**config.mk**
```make
export PLATFORM = sky130hd
export DESIGN_NAME = msx_slot_ctrl_flat
export DESIGN_NICKNAME = d
export VERILOG_FILES = /design/src/rtl/msx_slot_ctrl_pkg.sv /design/src/rtl/msx_slot_ctrl_if.sv /design/src/rtl/msx_slot_ctrl_bus_cycle_strobe.sv /design/src/rtl/msx_slot_ctrl.sv /design/src/flat_wrapper.sv
export SDC_FILE = /design/constraint.sdc
export NUM_CORES = 1
export LEC_CHECK = 0
export BUFFER_PORTS_ARGS = -buffer_cell sky130_fd_sc_hd__buf_2
export CORE_MARGIN = 3
export CORE_UTILIZATION = 40
export DETAILED_ROUTE_END_ITERATION = 10
export PLACE_DENSITY = 0.72
export SKIP_LAST_GASP = 1
export SYNTH_ARGS = -nofsm -noshare
export SYNTH_HDL_FRONTEND = slang
export SYNTH_SLANG_ARGS = --single-unit
```
**constraint.sdc**
```tcl
create_clock -name clk21m -period 4.4 [get_ports clk21m]
set_input_delay 0.88 -clock clk21m [delete_from_list [all_inputs] [get_ports clk21m]]
set_output_delay 0.88 -clock clk21m [all_outputs]
set_load 0.01 [all_outputs]
```
**src/rtl/msx_slot_ctrl_pkg.sv**
```systemverilog
// Shared MSX slot definitions: bus constants, slot type and the 2-bit
// field extractor used for both primary and secondary slot registers.
package msx_slot_ctrl_pkg;

  typedef logic [1:0] slot_t;

  localparam logic [7:0]  PPI_PSLOT_PORT   = 8'hA8;
  localparam logic [15:0] SUBSLOT_REG_ADDR = 16'hFFFF;

  // A slot-select byte packs one 2-bit slot number per 16 KiB page.
  function automatic slot_t page_field(input logic [7:0] sel, input logic [1:0] page);
    return sel[{page, 1'b0} +: 2];
  endfunction

endpackage

```
**src/rtl/msx_slot_ctrl_if.sv**
```systemverilog
// Z80-side bus bundle between the CPU core (master) and the slot
// controller (slave), including the decoded slot outputs.
interface msx_slot_ctrl_if;
  import msx_slot_ctrl_pkg::*;

  logic [15:0] addr;
  logic [7:0]  d_from_cpu;
  logic [7:0]  d_to_cpu;
  logic        dataBusRQ;
  logic        wr_n;
  logic        rd_n;
  logic        iorq_n;
  logic        mreq_n;
  logic        m1_n;
  logic        rfrsh_n;
  logic        wait_n;
  logic [3:0]  SLTSL_n;
  slot_t       slot;
  slot_t       sub_slot;

  modport master (
    output addr, d_from_cpu, wr_n, rd_n, iorq_n, mreq_n, m1_n, rfrsh_n,
    input  d_to_cpu, dataBusRQ, wait_n, SLTSL_n, slot, sub_slot
  );

  modport slave (
    input  addr, d_from_cpu, wr_n, rd_n, iorq_n, mreq_n, m1_n, rfrsh_n,
    output d_to_cpu, dataBusRQ, wait_n, SLTSL_n, slot, sub_slot
  );

endinterface

```
**src/rtl/msx_slot_ctrl_bus_cycle_strobe.sv**
```systemverilog
// Once-per-bus-cycle write strobe: fires on the first clock that sees a
// write, then stays quiet until both IORQ and MREQ have been released.
module msx_slot_ctrl_bus_cycle_strobe (
  input  logic clk_i,
  input  logic rst_i,
  input  logic iorq_n_i,
  input  logic mreq_n_i,
  input  logic wr_n_i,
  output logic strobe_o
);

  logic ack_q;
  logic ack_d;

  always_comb begin
    strobe_o = (~iorq_n_i | ~mreq_n_i) & ~wr_n_i & ~ack_q;
    ack_d    = ack_q;
    if (iorq_n_i & mreq_n_i) begin
      ack_d = 1'b0;
    end else if (strobe_o) begin
      ack_d = 1'b1;
    end
  end

  always_ff @(posedge clk_i) begin
    if (rst_i) begin
      ack_q <= 1'b0;
    end else begin
      ack_q <= ack_d;
    end
  end

endmodule

```
**src/rtl/msx_slot_ctrl.sv**
```systemverilog
// MSX primary/secondary slot controller: port A8 and FFFF slot registers,
// per-page slot decode with SLTSL_n generation, and the M1 wait state.
module msx_slot_ctrl
  import msx_slot_ctrl_pkg::*;
#(
  parameter logic [3:0] EXPANDED   = 4'b1000,
  parameter int          M1_WAIT    = 1,
  parameter logic [7:0]  PSLOT_INIT = 8'h00
) (
  input  logic           clk21m,
  input  logic           reset,
  input  logic           ce_3m58,
  msx_slot_ctrl_if.slave bus
);

  localparam int CNT_W = (M1_WAIT > 1) ? $clog2(M1_WAIT + 1) : 1;
  localparam logic [CNT_W-1:0] CNT_INIT = CNT_W'(M1_WAIT);
  localparam logic WAIT_EN = (M1_WAIT > 0);

  localparam logic [1:0] ST_IDLE = 2'd0;
  localparam logic [1:0] ST_WAIT = 2'd1;
  localparam logic [1:0] ST_HOLD = 2'd2;

  logic [7:0]       pslot_q, pslot_d;
  logic [7:0]       sub_q [4];
  logic [7:0]       sub_d [4];
  logic [1:0]       state_q, state_d;
  logic [CNT_W-1:0] cnt_q, cnt_d;
  logic             wait_n_q, wait_n_d;

  logic [1:0] page;
  slot_t      cur_slot;
  slot_t      page3_slot;
  logic       io_en;
  logic       ss_en;
  logic       wr_strobe;
  logic [3:0] sltsl_n;
  logic [7:0] rd_data;

  msx_slot_ctrl_bus_cycle_strobe u_strobe (
    .clk_i    (clk21m),
    .rst_i    (reset),
    .iorq_n_i (bus.iorq_n),
    .mreq_n_i (bus.mreq_n),
    .wr_n_i   (bus.wr_n),
    .strobe_o (wr_strobe)
  );

  // FFFF always lives in page 3, so its owner is the page-3 primary slot.
  always_comb begin
    page       = bus.addr[15:14];
    cur_slot   = page_field(pslot_q, page);
    page3_slot = page_field(pslot_q, 2'd3);
    io_en      = (bus.addr[7:0] == PPI_PSLOT_PORT) & ~bus.iorq_n & bus.m1_n;
    ss_en      = (bus.addr == SUBSLOT_REG_ADDR) & ~bus.mreq_n & bus.rfrsh_n
                 & EXPANDED[page3_slot];
  end

  always_comb begin
    sltsl_n = 4'b1111;
    for (int i = 0; i < 4; i++) begin
      if ((cur_slot == slot_t'(i)) & ~bus.mreq_n & bus.rfrsh_n & ~ss_en) begin
        sltsl_n[i] = 1'b0;
      end
    end
  end

  always_comb begin
    rd_data = 8'hFF;
    if (~bus.rd_n) begin
      if (io_en) begin
        rd_data = pslot_q;
      end else if (ss_en) begin
        rd_data = ~sub_q[page3_slot];
      end
    end
  end

  assign bus.slot      = cur_slot;
  assign bus.sub_slot  = EXPANDED[cur_slot] ? page_field(sub_q[cur_slot], page) : 2'b00;
  assign bus.SLTSL_n   = sltsl_n;
  assign bus.d_to_cpu  = rd_data;
  assign bus.dataBusRQ = ~bus.rd_n & (io_en | ss_en);
  assign bus.wait_n    = wait_n_q;

  always_comb begin
    pslot_d = pslot_q;
    for (int i = 0; i < 4; i++) begin
      sub_d[i] = sub_q[i];
    end
    if (wr_strobe) begin
      if (io_en) begin
        pslot_d = bus.d_from_cpu;
      end
      if (ss_en) begin
        sub_d[page3_slot] = bus.d_from_cpu;
      end
    end
  end

  always_ff @(posedge clk21m) begin
    if (reset) begin
      pslot_q <= PSLOT_INIT;
      for (int i = 0; i < 4; i++) begin
        sub_q[i] <= 8'h00;
      end
    end else begin
      pslot_q <= pslot_d;
      for (int i = 0; i < 4; i++) begin
        sub_q[i] <= sub_d[i];
      end
    end
  end

  // HOLD keeps a long M1 cycle from triggering a second wait.
  always_comb begin
    state_d  = state_q;
    cnt_d    = cnt_q;
    wait_n_d = wait_n_q;
    case (state_q)
      ST_IDLE: begin
        if (WAIT_EN & ~bus.m1_n & (~bus.mreq_n | ~bus.iorq_n)) begin
          state_d  = ST_WAIT;
          wait_n_d = 1'b0;
          cnt_d    = CNT_INIT;
        end
      end
      ST_WAIT: begin
        if (ce_3m58) begin
          cnt_d = cnt_q - CNT_W'(1);
          if (cnt_q == CNT_W'(1)) begin
            wait_n_d = 1'b1;
            state_d  = ST_HOLD;
          end
        end
      end
      ST_HOLD: begin
        if (bus.m1_n) begin
          state_d = ST_IDLE;
        end
      end
      default: begin
        state_d  = ST_IDLE;
        wait_n_d = 1'b1;
      end
    endcase
  end

  always_ff @(posedge clk21m) begin
    if (reset) begin
      state_q  <= ST_IDLE;
      cnt_q    <= '0;
      wait_n_q <= 1'b1;
    end else begin
      state_q  <= state_d;
      cnt_q    <= cnt_d;
      wait_n_q <= wait_n_d;
    end
  end

endmodule

```
**src/flat_wrapper.sv**
```systemverilog
// flat-port wrapper written by rule: the top's interface ports become plain ports
module msx_slot_ctrl_flat import msx_slot_ctrl_pkg::*;
#(
  parameter logic [3:0] EXPANDED   = 4'b1000,
  parameter int          M1_WAIT    = 1,
  parameter logic [7:0]  PSLOT_INIT = 8'h00
)
  (clk21m, reset, ce_3m58, bus_addr, bus_d_from_cpu, bus_wr_n, bus_rd_n, bus_iorq_n, bus_mreq_n, bus_m1_n, bus_rfrsh_n, bus_d_to_cpu, bus_dataBusRQ, bus_wait_n, bus_SLTSL_n, bus_slot, bus_sub_slot);
  msx_slot_ctrl_if bus_i ();
  input  logic clk21m;
  input  logic reset;
  input  logic ce_3m58;
  input wire logic [$bits(bus_i.addr)-1:0] bus_addr;
  input wire logic [$bits(bus_i.d_from_cpu)-1:0] bus_d_from_cpu;
  input wire logic [$bits(bus_i.wr_n)-1:0] bus_wr_n;
  input wire logic [$bits(bus_i.rd_n)-1:0] bus_rd_n;
  input wire logic [$bits(bus_i.iorq_n)-1:0] bus_iorq_n;
  input wire logic [$bits(bus_i.mreq_n)-1:0] bus_mreq_n;
  input wire logic [$bits(bus_i.m1_n)-1:0] bus_m1_n;
  input wire logic [$bits(bus_i.rfrsh_n)-1:0] bus_rfrsh_n;
  output wire logic [$bits(bus_i.d_to_cpu)-1:0] bus_d_to_cpu;
  output wire logic [$bits(bus_i.dataBusRQ)-1:0] bus_dataBusRQ;
  output wire logic [$bits(bus_i.wait_n)-1:0] bus_wait_n;
  output wire logic [$bits(bus_i.SLTSL_n)-1:0] bus_SLTSL_n;
  output wire logic [$bits(bus_i.slot)-1:0] bus_slot;
  output wire logic [$bits(bus_i.sub_slot)-1:0] bus_sub_slot;
  assign bus_i.addr = bus_addr;
  assign bus_i.d_from_cpu = bus_d_from_cpu;
  assign bus_i.wr_n = bus_wr_n;
  assign bus_i.rd_n = bus_rd_n;
  assign bus_i.iorq_n = bus_iorq_n;
  assign bus_i.mreq_n = bus_mreq_n;
  assign bus_i.m1_n = bus_m1_n;
  assign bus_i.rfrsh_n = bus_rfrsh_n;
  assign bus_d_to_cpu = bus_i.d_to_cpu;
  assign bus_dataBusRQ = bus_i.dataBusRQ;
  assign bus_wait_n = bus_i.wait_n;
  assign bus_SLTSL_n = bus_i.SLTSL_n;
  assign bus_slot = bus_i.slot;
  assign bus_sub_slot = bus_i.sub_slot;
  msx_slot_ctrl #(.EXPANDED(EXPANDED), .M1_WAIT(M1_WAIT), .PSLOT_INIT(PSLOT_INIT)) u_core (.clk21m(clk21m), .reset(reset), .ce_3m58(ce_3m58), .bus(bus_i));
endmodule
```
==> impl_metrics.json, run 1 <==
{
  "status": "completed",
  "grt_max_degree": 46,
  "first_iter_violations": 166,
  "min-delay-start": "u_core.sub_q[1][0]$_SDFFE_PP0P_",
  "numClockSinks": 47,
  "r2r.worst_path.cells": 5,
  "rsz0062_at_grt": "no",
  "grt_util_all_layers": 0.1714,
  "drc": 0,
  "regArea_um2": 940.9,
  "power_frac_comb": 0.064,
  "drv_cap": 0,
  "clock_skew_ns": 0.006075,
  "switching_share": 0.2152,
  "worstPathCellList": "buf_2, mux2i_1, mux2i_4, mux2i_1, a211o_1, a221oi_2, buf_2",
  "syn_avg_cell_area_um2": 9.808,
  "firstDrtPassIters": 4,
  "r2r-start": "u_core.pslot_q[6]$_SDFFE_PP0P_",
  "p_clk_frac": 0.404,
  "hpwlAfterDp_um": 3807,
  "setup_viol": 0,
  "ant_nets": 0,
  "nets": 304,
  "insertion_delay_ns": 0.30,
  "post_cts_buffers": 0,
  "area_growth_pct": 19.34,
  "die_w_um": 79.95,
  "synth_cells": 223,
  "start_kind": "input pin",
  "cts_resized": 0,
  "avgRoutedWirePerCell_um": 15.19,
  "worstMarginPinSlew_ns": 0.7698,
  "die_y_um": 79.95,
  "final_cell_area_um2": 2610,
  "worst_setup_path_end_kind": "output pin",
  "yosysSeqAreaShare": 0.4302,
  "clock_path_buffers": 2,
  "start_util": 0.4202,
  "power.net_switching_mw": 0.1750,
  "slowest_stage": "mux2i_1",
  "cts_made_buffers": 5,
  "holdPathEnd": "u_core.sub_q[1][0]$_SDFFE_PP0P_",
  "vdd_drop_max_mv": 0.2176,
  "grt_pass1_wl_um": 8466,
  "slew_headroom": 0.4868,
  "regToRegSetupSlack_ns": 2.48,
  "insertedDiodeCount": 0,
  "pin_count": 51,
  "fin_hold_ws_ns": 0.4689,
  "whs_path_depth": 1,
  "critical_path_buf_inv_count": 2,
  "critPathMaxStageDelay_ns": 0.52,
  "viasPerCell": 5.392,
  "drive_above_1_share": 0.2794,
  "antenna_found_initial": 0,
  "worst-setup-path-type": "in -> out",
  "power.internal_mw": 0.6383,
  "finalWeightedCongestion": 0.8611,
  "grt_pass1_vias": 1716,
  "hold_path.class": "reg -> reg",
  "dp_cells": 334,
  "yosys_warnings": 0,
  "final_cells": 342,
  "power.total_mw": 0.8132,
  "fin_setup_tns_ns": 0,
  "yosys_register_bits": 47,
  "fmax_ghz": 0.2780,
  "dieArea_um2": 6391,
  "dr_total_vias": 1844,
  "min_period_ns": 3.597,
  "netlist_area_um2": 2187,
  "cp_max_fo": 13,
  "finalHoldViolCount": 0,
  "place_ws_ns": 0.8058,
  "worstReg2RegEnd": "u_core.sub_q[3][3]$_SDFFE_PP0P_",
  "ys_types": 35,
  "p_seq_frac": 0.532,
  "multiInputGateArea_um2": 1199,
  "fin_crit_sh": 0.8175,
  "n_fill_cell": 503,
  "port_buffers": 50,
  "finalWirelength_um": 5196,
  "setup_slack_ns": 0.8032,
  "slew_viol_final": 0,
  "h-tree-depth": 2,
  "path_delay_family": "multiplexers",
  "rows": 26,
  "critPathRequiredTime_ns": 3.52,
  "post-route-util": 0.5014,
  "grt_overflow": 0,
  "cp.arrival_ns": 2.72,
  "root_buffer": "clkbuf_8",
  "cts_hold_buffers": 0,
  "coreArea_um2": 5205,
  "leakage_nw": 1.085,
  "synth_nets": 256,
  "place_area_um2": 2489,
  "clk_pin_slew_worst_paths_ns": 0.08,
  "tritoncts": "built",
  "power_density_nw_per_um2": 311.6
}
sequential cells by signal (all words and copies together), names as in the netlist, named ones only:
name,cells
u_core.bus.wait_n,1
u_core.state_q,2
u_core.cnt_q,1
u_core.sub_q,32
u_core.pslot_q,8
u_core.u_strobe.ack_q,1
worst max path at each step:
| stage | start | slack (ns) | cells after the start | end |
|---|---|---|---|---|
| finish | bus_addr[15] | 0.80 | 7 | bus_sub_slot[1] |
| detailed placement | bus_addr[15] | 0.81 | 7 | bus_sub_slot[1] |
| global placement | bus_addr[15] | 0.88 | 7 | bus_sub_slot[1] |
| floorplan | bus_addr[15] | 1.35 | 5 | bus_sub_slot[1] |
| CTS | bus_addr[15] | 0.81 | 7 | bus_sub_slot[1] |
| global route | bus_addr[15] | 0.73 | 7 | bus_sub_slot[1] |
cells by family (layout without fill, tap and decap cells):
| kind of cell | Yosys count | after routing | synth area share |
|---|---|---|---|
| AOI/OAI and AO/OA | 28 | 28 | 0.08066 |
| buffers and inverters | 11 | 60 | 0.02174 |
| DFF | 47 | 47 | 0.4302 |
| muxes | 32 | 32 | 0.2048 |
| and+or+nand+nor | 105 | 105 | 0.2626 |
cell usage in the layout, fill, tap and decap left out:
| cell type | instances |
|---|---|
| clkbuf_8 | 6 |
| nand2_1 | 6 |
| or3b_2 | 2 |
| nor2b_1 | 28 |
| nand2b_1 | 11 |
| nand4_1 | 5 |
| dfxtp_1 | 47 |
| mux2i_4 | 1 |
| buf_4 | 1 |
| nor3_1 | 7 |
| nor4b_1 | 1 |
| a221oi_2 | 1 |
| nor4_2 | 1 |
| o22ai_1 | 1 |
| mux2i_1 | 20 |
| mux4_2 | 9 |
| nor3b_1 | 1 |
| bufinv_16 | 1 |
| mux2_2 | 2 |
| inv_6 | 1 |
| a21oi_1 | 9 |
| o21ai_0 | 8 |
| a21oi_2 | 1 |
| nor4_1 | 1 |
| nand3b_1 | 3 |
| a311oi_1 | 1 |
| a211o_1 | 2 |
| buf_2 | 50 |
| o21bai_1 | 1 |
| nand3_1 | 12 |
| a31oi_1 | 2 |
| and2_1 | 1 |
| or3_1 | 1 |
| a211oi_1 | 2 |
| nor2_1 | 25 |
| inv_1 | 1 |
cell usage after synthesis (all sizes together):
cell / instances / area (um2)
a211o: 2 / 17.52
a211oi: 2 / 15.01
a21oi: 10 / 53.80
a221oi: 1 / 15.01
a311oi: 1 / 8.760
a31oi: 2 / 12.51
and2: 1 / 6.260
buf: 4 / 21.27
clkbuf: 6 / 22.52
dfxtp: 47 / 940.9
inv: 1 / 3.750
mux2: 2 / 22.52
mux2i: 21 / 222.7
mux4: 9 / 202.7
nand2: 6 / 22.52
nand2b: 11 / 68.82
nand3: 12 / 60.06
nand3b: 3 / 22.52
nand4: 5 / 31.28
nor2: 25 / 93.84
nor2b: 28 / 175.2
nor3: 7 / 35.03
nor3b: 1 / 7.510
nor4: 2 / 18.77
nor4b: 1 / 8.760
o21ai: 8 / 40.04
o21bai: 1 / 7.510
o22ai: 1 / 6.260
or3: 1 / 6.260
or3b: 2 / 17.52
power by group through the flow:
stage | clock network (mW) | logic (mW) | registers [mW]
after detailed placement | 0 | 0.0522 | 0.442
after CTS | 0.339 | 0.0525 | 0.432
final | 0.329 | 0.0520 | 0.432
after global routing | 0.362 | 0.0575 | 0.433
after global placement | 0 | 0.0512 | 0.442
after floorplan | 0 | 0.0267 | 0.442
cell type report:
type	count	area share
multi-input combinational	165	0.4593
timing repair buffer	51	0.09875
tap	70	0.03356
clock buffer	6	0.03164
inverter	1	0.001438
sequential	47	0.3605
clock inverter	2	0.01486
per-layer routing:
| layer | global-route usage | wire [um] |
|---|---|---|
| met5 | 0 | 0 |
| met1 | 0.2391 | 2358 |
| met3 | 0.04966 | 426 |
| met2 | 0.2525 | 2327 |
| met4 | 0.05743 | 84 |
Power figures use the tool's default switching activity.
==> run 2: changes to the inputs <==
==> constraint.sdc (replaced) <==
create_clock -name clk21m -period 3.5 [get_ports clk21m]
set_input_delay 0.7 -clock clk21m [delete_from_list [all_inputs] [get_ports clk21m]]
set_output_delay 0.7 -clock clk21m [all_outputs]
set_load 0.01 [all_outputs]
==> impl_metrics.json, run 2 (synthesis results as in run 1) <==
{
  "vdd_drop_max_mv": 0.3072,
  "dieArea_um2": 6391,
  "grt_max_degree": 46,
  "clock_skew_ns": 0.007977,
  "power.net_switching_mw": 0.2260,
  "grt_overflow": 0,
  "critPathRequiredTime_ns": 2.80,
  "cts_resized": 0,
  "finalWirelength_um": 5369,
  "hold_path.class": "reg -> reg",
  "numClockSinks": 47,
  "ant_nets": 0,
  "start_util": 0.4202,
  "cp-startpoint": "bus_addr[15]",
  "cp.arrival_ns": 2.52,
  "grt_pass1_vias": 1814,
  "setup_viol": 0,
  "antenna_found_initial": 0,
  "clock_path_buffers": 2,
  "setup_slack_ns": 0.2827,
  "status": "completed",
  "min_period_ns": 3.217,
  "coreArea_um2": 5205,
  "p_seq_frac": 0.582,
  "slew_headroom": 0.4803,
  "avgRoutedWirePerCell_um": 15.70,
  "cts_made_buffers": 5,
  "slew_viol_final": 0,
  "dp_cells": 334,
  "post-route-util": 0.4950,
  "power.total_mw": 0.9344,
  "die_w_um": 79.95,
  "drc": 0,
  "drv_cap": 0,
  "largest-register": "u_core.sub_q",
  "place_ws_ns": 0.2740,
  "firstDrtPassIters": 4,
  "largest_reg_flops": 32,
  "nets": 304,
  "insertedDiodeCount": 0,
  "start_kind": "input pin",
  "r2r-start": "u_core.pslot_q[6]$_SDFFE_PP0P_",
  "fin_setup_tns_ns": 0,
  "place_area_um2": 2489,
  "worstMarginPinSlew_ns": 0.7795,
  "cts_hold_buffers": 0,
  "finalHoldViolCount": 0,
  "dr_total_vias": 1820,
  "die_y_um": 79.95,
  "worst_setup_path_end_kind": "output pin",
  "cp_max_fo": 13,
  "insertion_delay_ns": 0.30,
  "p_clk_frac": 0.348,
  "tritoncts": "built",
  "fin_hold_ws_ns": 0.4684,
  "first_iter_violations": 104,
  "final_cells": 342,
  "final_cell_area_um2": 2576,
  "top_regs": "u_core.sub_q (32), u_core.pslot_q (8), u_core.state_q (2)",
  "switching_share": 0.2419,
  "final_cell_mix": "buf_2 (50), dfxtp_1 (47), nor2b_1 (28), nor2_1 (25), mux2i_1 (20)",
  "clk_pin_slew_worst_paths_ns": 0.08,
  "power_frac_comb": 0.071,
  "grt_pass1_wl_um": 8769,
  "power_density_nw_per_um2": 362.7,
  "h-tree-depth": 2,
  "port_buffers": 50,
  "rsz0062_at_grt": "no",
  "power.internal_mw": 0.7084,
  "rows": 26,
  "worst-setup-path-type": "in -> out",
  "fmax_ghz": 0.3108,
  "post_cts_buffers": 0,
  "hpwlAfterDp_um": 3913,
  "finalWeightedCongestion": 0.8823,
  "area_growth_pct": 17.79,
  "grt_util_all_layers": 0.1786,
  "viasPerCell": 5.322,
  "leakage_nw": 1.071,
  "layout_commonest_cell": "buf_2",
  "min-delay-start": "u_core.sub_q[2][5]$_SDFFE_PP0P_",
  "root_buffer": "clkbuf_8",
  "pin_count": 51,
  "drive_above_1_share": 0.2794,
  "fin_crit_sh": 0.9192
}
-- run 2: cell count changes in the layout (fill, tap and decap cells not counted), sizes merged --
cell,change
bufinv,-1
clkbuf,-1
clkinv,+2
-- run 2: cell type report --
class	instances	area, um2
timing repair buffer	51	257.7
clock inverter	3	18.77
inverter	1	3.754
sequential	47	940.9
clock buffer	5	68.82
fill	506	2629
multi-input combinational	165	1199
tap	70	87.58
-- run 2: critical path, cell delays in order --
cell and delay (ns):
buf_2 0.25, mux2i_1 0.51, mux2i_4 0.18, mux2i_1 0.16, a211o_1 0.31, a221oi_2 0.23, buf_2 0.17
-- run 2: path summary, 6_finish.rpt --
kind / to / slack [ns] / cells past startpoint
setup / recovery: bus_sub_slot[1] / 0.28 / 7
setup reg to reg: u_core.sub_q[3][7]$_SDFFE_PP0P_ / 1.53 / 5
hold / removal: u_core.sub_q[2][5]$_SDFFE_PP0P_ / 0.47 / 1
hold reg to reg: u_core.sub_q[2][5]$_SDFFE_PP0P_ / 0.47 / 1
-- run 2: power groups by stage --
stage          Clock, mW  Sequential, mW  Combinational (mW)
3_3_place_gp           0           0.556              0.0646
2_1_floorplan          0           0.556              0.0336
5_1_grt            0.356           0.544              0.0735
4_1_cts            0.333           0.544              0.0661
3_5_place_dp           0           0.556              0.0657
6_report           0.325           0.543              0.0660
-- run 2: layer usage --
layer  GRT usage  vias to the layer above  part of all wire
li1            -                      893                 -
met1      0.2284                      853              0.45
met2      0.2740                       62              0.45
met3     0.06208                       12             0.074
met4     0.07095                        0             0.024
met5           0                        -                 0
==> run 3: changes to the inputs <==
--- a/config.mk
+++ b/config.mk
@@ -10,6 +10,7 @@
 export CORE_UTILIZATION = 40
 export DETAILED_ROUTE_END_ITERATION = 10
 export PLACE_DENSITY = 0.72
+export SETUP_SLACK_MARGIN = 0.5
 export SKIP_LAST_GASP = 1
 export SYNTH_ARGS = -nofsm -noshare
 export SYNTH_HDL_FRONTEND = slang
==> impl_metrics.json, run 3 (synthesis results as in run 1) <==
{
  "cp.depth": 7,
  "dieArea_um2": 6391,
  "cpMostUsedCell": "mux2i_4",
  "cp_max_fo": 13,
  "critical_path_buf_inv_count": 2,
  "root_buffer": "clkbuf_8",
  "min-delay-start": "u_core.sub_q[2][0]$_SDFFE_PP0P_",
  "slowest_stage": "mux2i_4",
  "clock_skew_ns": 0.007824,
  "finalWirelength_um": 5363,
  "firstDrtPassIters": 4,
  "cts_made_buffers": 5,
  "slew_headroom": 0.4817,
  "pin_count": 51,
  "h-tree-depth": 2,
  "hpwlAfterDp_um": 3913,
  "largest_reg_flops": 32,
  "whs_path_depth": 1,
  "drv_cap": 0,
  "fin_setup_tns_ns": 0,
  "start_util": 0.4202,
  "final_cell_area_um2": 2608,
  "finalHoldViolCount": 0,
  "min_period_ns": 2.877,
  "r2r.worst_path.cells": 5,
  "antenna_found_initial": 0,
  "nets": 304,
  "met2_length_um": 2407,
  "p_seq_frac": 0.579,
  "grt_pass1_vias": 1812,
  "insertedDiodeCount": 0,
  "layout_commonest_cell": "buf_2",
  "critPathMaxStageDelay_ns": 0.33,
  "area_growth_pct": 19.22,
  "grt_pass1_wl_um": 8790,
  "final_cell_mix": "buf_2 (49), dfxtp_1 (47), nor2b_1 (28), nor2_1 (25), mux2i_1 (18)",
  "die_w_um": 79.95,
  "wl_met3_um": 418,
  "holdPathEnd": "u_core.sub_q[2][0]$_SDFFE_PP0P_",
  "worstMarginPinSlew_ns": 0.7774,
  "hold_path.class": "reg -> reg",
  "numClockSinks": 47,
  "fin_crit_sh": 0.8221,
  "vdd_drop_max_mv": 0.3077,
  "power_frac_comb": 0.072,
  "wl_met1_um": 2417,
  "fmax_ghz": 0.3476,
  "leakage_nw": 1.070,
  "cts_hold_buffers": 0,
  "dr_total_vias": 1832,
  "start_kind": "input pin",
  "status": "completed",
  "worst_setup_path_end_kind": "output pin",
  "regToRegSetupSlack_ns": 1.48,
  "avgRoutedWirePerCell_um": 15.68,
  "clock_path_buffers": 2,
  "rows": 26,
  "port_buffers": 50,
  "die_y_um": 79.95,
  "path_delay_family": "multiplexers",
  "rsz0062_at_grt": "no",
  "grt_overflow": 0,
  "r2r-start": "u_core.pslot_q[6]$_SDFFE_PP0P_",
  "worstPathCellList": "buf_6, mux2i_4, mux2i_4, mux2i_1, a211o_1, a221oi_2, buf_2",
  "power.total_mw": 0.9384,
  "tritoncts": "built",
  "setup_viol": 0,
  "place_area_um2": 2489,
  "grt_max_degree": 46,
  "coreArea_um2": 5205,
  "worstReg2RegEnd": "u_core.sub_q[3][7]$_SDFFE_PP0P_",
  "critPathRequiredTime_ns": 2.80,
  "p_clk_frac": 0.349,
  "drc": 0,
  "power.net_switching_mw": 0.2286,
  "cp.arrival_ns": 2.18,
  "power_density_nw_per_um2": 359.9,
  "first_iter_violations": 134,
  "top_regs": "u_core.sub_q (32), u_core.pslot_q (8), u_core.state_q (2)",
  "top_layer_used": "met4",
  "power.internal_mw": 0.7098,
  "largest-register": "u_core.sub_q",
  "n_fill_cell": 501,
  "insertion_delay_ns": 0.30,
  "viasPerCell": 5.357,
  "grt_util_all_layers": 0.1791,
  "worst-setup-path-type": "in -> out",
  "switching_share": 0.2436,
  "slew_viol_final": 0,
  "post-route-util": 0.5010,
  "post_cts_buffers": 0,
  "drive_above_1_share": 0.2868,
  "finalWeightedCongestion": 0.8823,
  "clk_pin_slew_worst_paths_ns": 0.09,
  "ant_nets": 0
}
-- run 3: per-layer routing --
| layer | vias up | GRT usage |
|---|---|---|
| li1 | 895 | - |
| met1 | 859 | 0.2313 |
| met2 | 66 | 0.2748 |
| met3 | 12 | 0.05982 |
| met4 | 0 | 0.06926 |
| met5 | - | 0 |
-- run 3: how the worst max path moves through the flow --
stage	end	start	slack, ns
floorplan	bus_sub_slot[1]	bus_addr[15]	0.81
global placement	bus_sub_slot[1]	bus_addr[15]	0.34
detailed placement	bus_sub_slot[1]	bus_addr[15]	0.27
CTS	bus_sub_slot[1]	bus_addr[15]	0.55
global route	bus_sub_slot[1]	bus_addr[15]	0.53
finish	bus_sub_slot[1]	bus_addr[15]	0.62
-- run 3: what timing repair did --
item                                   in CTS  in global routing
endpoints found under the hold margin       0                  0
setup endpoints to repair                   2                  2
pin swaps                                   0                  0
resized for setup                           5                  1
-- run 3: final cells by class --
cell class	instances	area, um2	area share
clock inverter	3	18.77	0.007198
inverter	1	3.754	0.001440
tap	70	87.58	0.03359
multi-input combinational	165	1224	0.4693
timing repair buffer	51	264.0	0.1012
clock buffer	5	68.82	0.02639
sequential	47	940.9	0.3608
-- run 3: power groups by stage --
| stage | sequential (mW) | clock (mW) | combinational (mW) |
|---|---|---|---|
| after floorplan | 0.556 | 0 | 0.0336 |
| after global placement | 0.556 | 0 | 0.0646 |
| after detailed placement | 0.556 | 0 | 0.0657 |
| after CTS | 0.544 | 0.333 | 0.0677 |
| after global routing | 0.544 | 0.356 | 0.0754 |
| final | 0.543 | 0.327 | 0.0678 |
-- run 3: stage by stage --
stage / instances / hold WS [ns] / setup slack (ns)
finish: 342 / 0.4690 / 0.6228
floorplan: 223 / 0.4324 / 0.8072
global placement: 334 / 0.4491 / 0.3422
detailed placement: 334 / 0.4580 / 0.2740
global route: 342 / 0.4827 / 0.5339
CTS: 342 / 0.4712 / 0.5472
-- run 3: worst register-to-register path, delay by kind of cell, from the launching register on --
family | cells | cell delay, ns
simple gates | 4 | 1.08
flops | 1 | 0.48
mux | 1 | 0.33
